`src/rtl/daq_frame_tx.sv`:
```
// daq_frame_tx: reads the measurement RAM in address order and streams one
// framed packet (header, count, MSB/LSB pairs, checksum) to the byte UART.
module daq_frame_tx #(
  parameter int         NSamples  = 32,
  parameter int         AddrWidth = 5,
  parameter int         DataWidth = 12,
  parameter logic [7:0] Header    = 8'hA5
) (
  input  logic                 clk_i,
  input  logic                 rst_i,
  input  logic                 start_i,
  input  logic [DataWidth-1:0] dram_i,
  input  logic                 eot_i,
  output logic [AddrWidth-1:0] addr_o,
  output logic [7:0]           din_o,
  output logic                 stt_o,
  output logic                 busy_o,
  output logic                 eof_o
);

  typedef enum logic [1:0] {
    S_IDLE,
    S_LAUNCH,
    S_WAIT,
    S_DONE
  } state_e;

  typedef enum logic [2:0] {
    B_HDR,
    B_CNT,
    B_MSB,
    B_LSB,
    B_CHK
  } kind_e;

  localparam logic [7:0] CntByte =
    8'(NSamples % 256);
  localparam logic [AddrWidth-1:0] LastIdx =
    AddrWidth'(NSamples - 1);

  state_e               state_q, state_d;
  kind_e                kind_q, kind_d;
  logic [AddrWidth-1:0] idx_q, idx_d;
  logic [7:0]           din_q, din_d;
  logic [7:0]           chk_q, chk_d;
  logic [7:0]           samp_q, samp_d;
  logic                 last_q, last_d;
  logic [7:0]           tx_byte;

  // Byte to emit for the current position in the frame.
  // MSB comes straight off the RAM port; LSB uses the captured sample so a
  // RAM write between the two bytes cannot tear it.
  always_comb begin
    tx_byte = 8'h00;
    unique case (kind_q)
      B_HDR:   tx_byte = Header;
      B_CNT:   tx_byte = CntByte;
      B_MSB:   tx_byte = 8'(dram_i >> 8);
      B_LSB:   tx_byte = samp_q;
      B_CHK:   tx_byte = chk_q;
      default: tx_byte = 8'h00;
    endcase
  end

  // Next-state logic: frame sequencing, checksum and sample index.
  always_comb begin
    state_d = state_q;
    kind_d  = kind_q;
    idx_d   = idx_q;
    din_d   = din_q;
    chk_d   = chk_q;
    samp_d  = samp_q;
    last_d  = last_q;
    unique case (state_q)
      S_IDLE: begin
        idx_d = '0;
        if (start_i) begin
          state_d = S_LAUNCH;
          kind_d  = B_HDR;
          chk_d   = 8'h00;
          last_d  = 1'b0;
        end
      end
      S_LAUNCH: begin
        state_d = S_WAIT;
        din_d   = tx_byte;
        unique case (kind_q)
          B_CNT: chk_d = chk_q + tx_byte;
          B_MSB: begin
            chk_d  = chk_q + tx_byte;
            samp_d = dram_i[7:0];
          end
          B_LSB: begin
            chk_d  = chk_q + tx_byte;
            last_d = (idx_q == LastIdx);
            if (idx_q != LastIdx) begin
              idx_d = idx_q + 1'b1;
            end
          end
          default: ;
        endcase
      end
      S_WAIT: begin
        if (eot_i) begin
          state_d = S_LAUNCH;
          unique case (kind_q)
            B_HDR: kind_d = B_CNT;
            B_CNT: kind_d = B_MSB;
            B_MSB: kind_d = B_LSB;
            B_LSB: kind_d = last_q ? B_CHK : B_MSB;
            B_CHK: state_d = S_DONE;
            default: state_d = S_DONE;
          endcase
        end
      end
      S_DONE: begin
        state_d = S_IDLE;
        idx_d   = '0;
      end
      default: state_d = S_IDLE;
    endcase
  end

  // State register; reset aborts any frame in progress.
  always_ff @(posedge clk_i or negedge rst_i) begin
    if (!rst_i) begin
      state_q <= S_IDLE;
      kind_q  <= B_HDR;
      idx_q   <= '0;
      din_q   <= 8'h00;
      chk_q   <= 8'h00;
      samp_q  <= 8'h00;
      last_q  <= 1'b0;
    end else begin
      state_q <= state_d;
      kind_q  <= kind_d;
      idx_q   <= idx_d;
      din_q   <= din_d;
      chk_q   <= chk_d;
      samp_q  <= samp_d;
      last_q  <= last_d;
    end
  end

  // Outputs decode directly from state so reset clears them at once.
  always_comb begin
    addr_o = idx_q;
    stt_o  = (state_q == S_LAUNCH);
    busy_o = (state_q != S_IDLE);
    eof_o  = (state_q == S_DONE);
    din_o  = (state_q == S_LAUNCH) ? tx_byte : din_q;
  end

endmodule

```
`config.mk`:
```
export PLATFORM = sky130hd
export DESIGN_NAME = daq_frame_tx
export DESIGN_NICKNAME = d
export VERILOG_FILES = /design/src/rtl/daq_frame_tx.sv
export SDC_FILE = /design/constraint.sdc
export NUM_CORES = 1
export LEC_CHECK = 0
export BUFFER_PORTS_ARGS = -buffer_cell sky130_fd_sc_hd__buf_2
export CAP_MARGIN = 10
export CORE_MARGIN = 5
export CORE_UTILIZATION = 50
export DETAILED_ROUTE_END_ITERATION = 8
export GPL_TIMING_DRIVEN = 0
export PLACE_DENSITY_LB_ADDON = 0.05
export SYNTH_ARGS = -nofsm -noshare
export SYNTH_HDL_FRONTEND = slang
export SYNTH_SLANG_ARGS = --single-unit
```
`constraint.sdc`:
```
create_clock -name clk_i -period 4.8 [get_ports clk_i]
set_clock_uncertainty 0.2 [all_clocks]
set_input_delay 0.24 -clock clk_i [delete_from_list [all_inputs] [get_ports clk_i]]
set_output_delay 0.24 -clock clk_i [all_outputs]
set_load 0.1 [all_outputs]
```
**Word-level counts from Yosys, hierarchy flattened**

Index checks and enable logic that the tools add are counted.

- Divide/modulo/power cells: 0
- Reductions and logical operators: 15
- $lt $le $gt $ge: 0
- Muxes and demuxes: 20
- Bitwise gates (word level): 0
- Eq/ne operators: 15
- Add/sub/neg operators: 2
- $mul: 0
- Shifts and indexed selects: 0

Operators with widths:

| operator | number |
|---|---|
| one-hot mux 8 bit (5 select lines) | 1 |
| two-way mux 8 bit | 3 |
| one-hot mux 8 bit (2 select lines) | 1 |
| one-hot mux 3 bit (4 select lines) | 1 |
| two-way mux 5 bit | 2 |
| inequality test 5 bit, second input constant | 2 |
| one-hot mux 5 bit (2 select lines) | 1 |
| two-way mux 3 bit | 3 |
| AND reduction 3 bit | 3 |
| adder 8 bit | 1 |
| one-hot mux 2 bit (4 select lines) | 1 |
| nonzero test 2 bit | 4 |
| equality test 3 x 2 -> 1 bit, second input constant | 2 |
| two-way mux 2 bit | 3 |
| inequality test 2 bit, second input constant | 3 |
| one-hot mux 3 bit (2 select lines) | 1 |
| adder 5 x 1 -> 5 bit, second input constant | 1 |
| equality test 5 bit, second input constant | 1 |
| equality test 2 bit, second input constant | 2 |
| inequality test 2 x 1 -> 1 bit, second input constant | 2 |
| AND reduction 2 bit | 2 |
| AND reduction 4 bit | 1 |
| OR reduction 4 bit | 1 |
| equality test 3 x 1 -> 1 bit, second input constant | 1 |
| 8 further kinds | 9 |

- Bits in registers: 35
- Output and inout port bits: 16
- ROM bits: 0
- Memories: 0
- Latch bits: 0
- RAM bits: 0
- Input port bits: 16
- Word-level logic and storage cells: 59

**Logic depth before layout (Yosys ltp)**

- Depth after elaboration: 5
- Mapped depth: 12
- Gate-level depth less buffers: 11

**Worst setup path before layout**

No wires, ideal clock.

- Path type: register to register
- From: register state_q[1]
- To: register din_q[7]
- Stages on the path, launching flop included: 7
- Setup slack: 0.784 ns
- Data required time: 4.313 ns
- Arrival: 3.529 ns
- Clock period less this slack: 4.016 ns
- Buffers on the path: 2
- Library setup time: 0.287 ns
- Cells stage by stage: dfrtp_1 inv_1 ha_1 buf_2 clkbuf_1 nor2_1 a21oi_1

- Word-level cells in the longest chain between the ends: 2

Ends and longest elaborated chain:

| element | RTL line | source |
|---|---|---|
| start, declared | 41 | `state_e state_q, state_d;` |
| start signal, assigned | 135 | `state_q <= state_d;` |
| equality test 2 x 1 -> 1 bit | -- |  |
| via stt_o | 16 | `output logic stt_o,` |
| two-way mux 8 bit | -- |  |
| via din_o[7] | 15 | `output logic [7:0] din_o,` |
| end signal, assigned | 138 | `din_q <= din_d;` |
| end, declared | 44 | `logic [7:0] din_q, din_d;` |

The timed path passes the listed nets, and every way through them passes these cells.
A chain may end at the register's enable or synchronous reset.

**Worst setup path after layout**

- From: register state_q[1]
- To: output port din_o[7]

- Word-level cells in the longest chain between the ends: 2

Ends and longest elaborated chain:

| element | RTL line | source |
|---|---|---|
| equality test 2 x 1 -> 1 bit | 151 | `din_o = (state_q == S_LAUNCH) ? tx_byte : din_q;` |
| two-way mux 8 bit | -- |  |
| end, declared | 15 |  |

No other way between the ends.

==> out/qor.csv <==
metric,value,unit
# IOs,32,
Fillers,382,
status,finished clean,
top cell type's share of synthesized area,42.1,%
Initial Utilization,51.6,%
Placement Setup Slack,1.88,ns
Clock Sinks,35,
P per Cell Area,650,nW/um^2
final net count,286,
placed cells,289,
"Setup violations, final",0,
Syn Inst Count,208,
Post-Synthesis Cell Area,2080,um^2
clk slew on worst S/H paths,0.07,ns
Net Sw Power,0.853,mW
ANT cells,0,
residual DRC count,0,
top post-synthesis cells by count,"35 x dfrtp_1, 26 x nand2_1, 17 x o21ai_0, 15 x mux2_2, 14 x ha_1",
Relative slew margins,46.7,%
dpl hpwl,3.40,mm
Comb power frac,58.5,%
Max Root-Sink Buffers,2,
"top cells by area, synth","dfrtp_1 42%, ha_1 8.4%, mux2_2 8.1%",
P_int,0.754,mW
first-pass GRT wire length,7.90,mm
gr ovfl total,0,
Switching Share,53.1,%
num rows,23,
share of cells above drive strength 1,25.1,%
synth-to-layout area growth,19.0,%
CTS H-tree lvls,2,
Startpoint Class,flip-flop,
most numerous cell in the Yosys netlist,dfrtp_1,
ys async rst share,100,%
Worst Path Required,4.36,ns
VDD IR max,0.455,mV
DR WL/cell,15.2,um
Most used DFF post-synth,dfrtp_1,
syn nets,239,
number of distinct library cells after synthesis,43,
final setup margin,1.89,ns
DRT Wirelength,4.65,mm
chip width,74.5,um
GRT Util Overall,18.6,%
YS warnings,0,
fmax,343,MHz
vias in the first global route,1722,
largest net degree at the start of global routing,36,
crit path kind,flip-flop to output pin,
Port Buffers,31,
cell taking the most area after synthesis,dfrtp_1,
TritonCTS Buffers,5,
RSZ-0062 raised after global routing,no,
max cap viols,0,
Final min period,2.91,ns
Final GP Congestion,0.755,
Final Util,61.4,%
initial antenna violation count,0,
hold_ws,0.0867,ns
routed vias/inst,5.61,
CTS tree,done,
CTS resizes,0,
Critical Path AT,2.47,ns
"flops & latches, synth",35,
static leakage,1.22,nW
setup TNS,0,ns
power share of the sequential group,27.8,%
detailed-route via count,1711,
syn_area_per_cell,9.99,um^2
Clock Tree Root,clkbuf_8,
Clock Latency Late Sink,0.29,ns
crit path capture type,output pin,
final hold violation count,0,
initial DRC count,85,
Worst-Margin Slew,0.800,ns
Max Slew Vio Count,0,
"Seq/Total Area, Yosys",42.1,%
Tcrit/Tclk final,60.7,%
dpl cell area,2300,um^2
Clock Power Share,13.7,%
DIE HEIGHT,74.5,um
worst-path maximum fanout,10,
Core Region,4030,um^2
die area,5550,um^2
Post-synth EDFFs,0,
Min-Delay Path Class,input pin to flip-flop,
final instance area,2470,um^2
post-route insts no fill,305,
1st-pass router iterations,4,
DRT antenna net count,0,
Overall Power,1.61,mW
==> layout by cell type (no fill, tap or decap), types with 6 or more instances in the layout <==
cell type	instances
nor2_1	6
dlygate4sd3_1	9
nand2_1	26
ha_1	14
clkbuf_8	6
dfrtp_1	35
nor2b_1	6
o21ai_0	17
mux2_2	15
buf_2	34
a21oi_1	10
inv_1	9
==> state kept, by name, indices dropped and copies added, names as in the netlist <==
signal / flops
chk_q: 8
din_q: 8
samp_q: 8
addr_o: 5
kind_q: 3
state_q: 2
last_q: 1
==> power by group through the flow <==
stage	logic [mW]	clock network, mW	registers [mW]
floorplan	0.687	0	0.522
global placement	0.924	0	0.451
detailed placement	0.936	0	0.454
CTS	0.944	0.223	0.448
global route	1.01	0.237	0.459
finish	0.939	0.220	0.447
==> cell type report <==
class                           instances  area, um^2  area share (%)
Buffer                                  9        63.8            2.58
Clock buffer                            6        82.6            3.34
Clock inverter                          1        5.00           0.202
Inverter                                9        33.8            1.37
Multi-Input combinational cell        155        1100            44.7
Sequential cell                        35         876            35.4
Tap cell                               50        62.6            2.53
Timing Repair Buffer                   40         245            9.91
==> what timing repair did <==
| action | CTS | global route |
|---|---|---|
| endpoints found under the hold margin | 43 | 0 |
| setup buffers | 0 | 0 |
| hold buffers | 9 | 0 |
==> logic make-up after synthesis <==
logic type | count (synthesis) | synth area share (%)
compound gates | 62 | 19.3
xor+xnor | 3 | 1.26
fa+ha+maj | 15 | 9.39
buf+inv | 18 | 4.70
flops | 35 | 42.1
mux | 15 | 8.13
simple gates | 60 | 15.1
==> metal layers <==
layer	global-route usage [%]	vias up	wire length (um)
li1	-	841	-
met1	22.5	832	2010
met2	33.0	31	2390
met3	4.19	7	192
met4	5.53	0	57
met5	0	-	0
==> path summary, 6_finish.rpt <==
kind	startpoint	end	slack, ns	cells after the start
worst max-delay path	state_q[1]	din_o[7]	1.89	7
worst min-delay path	eot_i	kind_q[2]	0.09	3
worst max register to register	kind_q[1]	chk_q[7]	1.89	10
worst min register to register	din_q[0]	din_q[0]	0.29	1
max in group asynchronous	rst_i	samp_q[5]	3.53	2
min in group asynchronous	rst_i	chk_q[1]	0.37	2
==> critical path, cell delays in order (launching register included) <==
cell and delay (ns):
dfrtp_1 0.41, inv_1 0.14, ha_1 0.19, buf_2 0.25, clkbuf_1 0.46, nor2_1 0.10
a21oi_1 0.16, buf_2 0.45
Note: power is estimated with default switching activity, not from simulation.
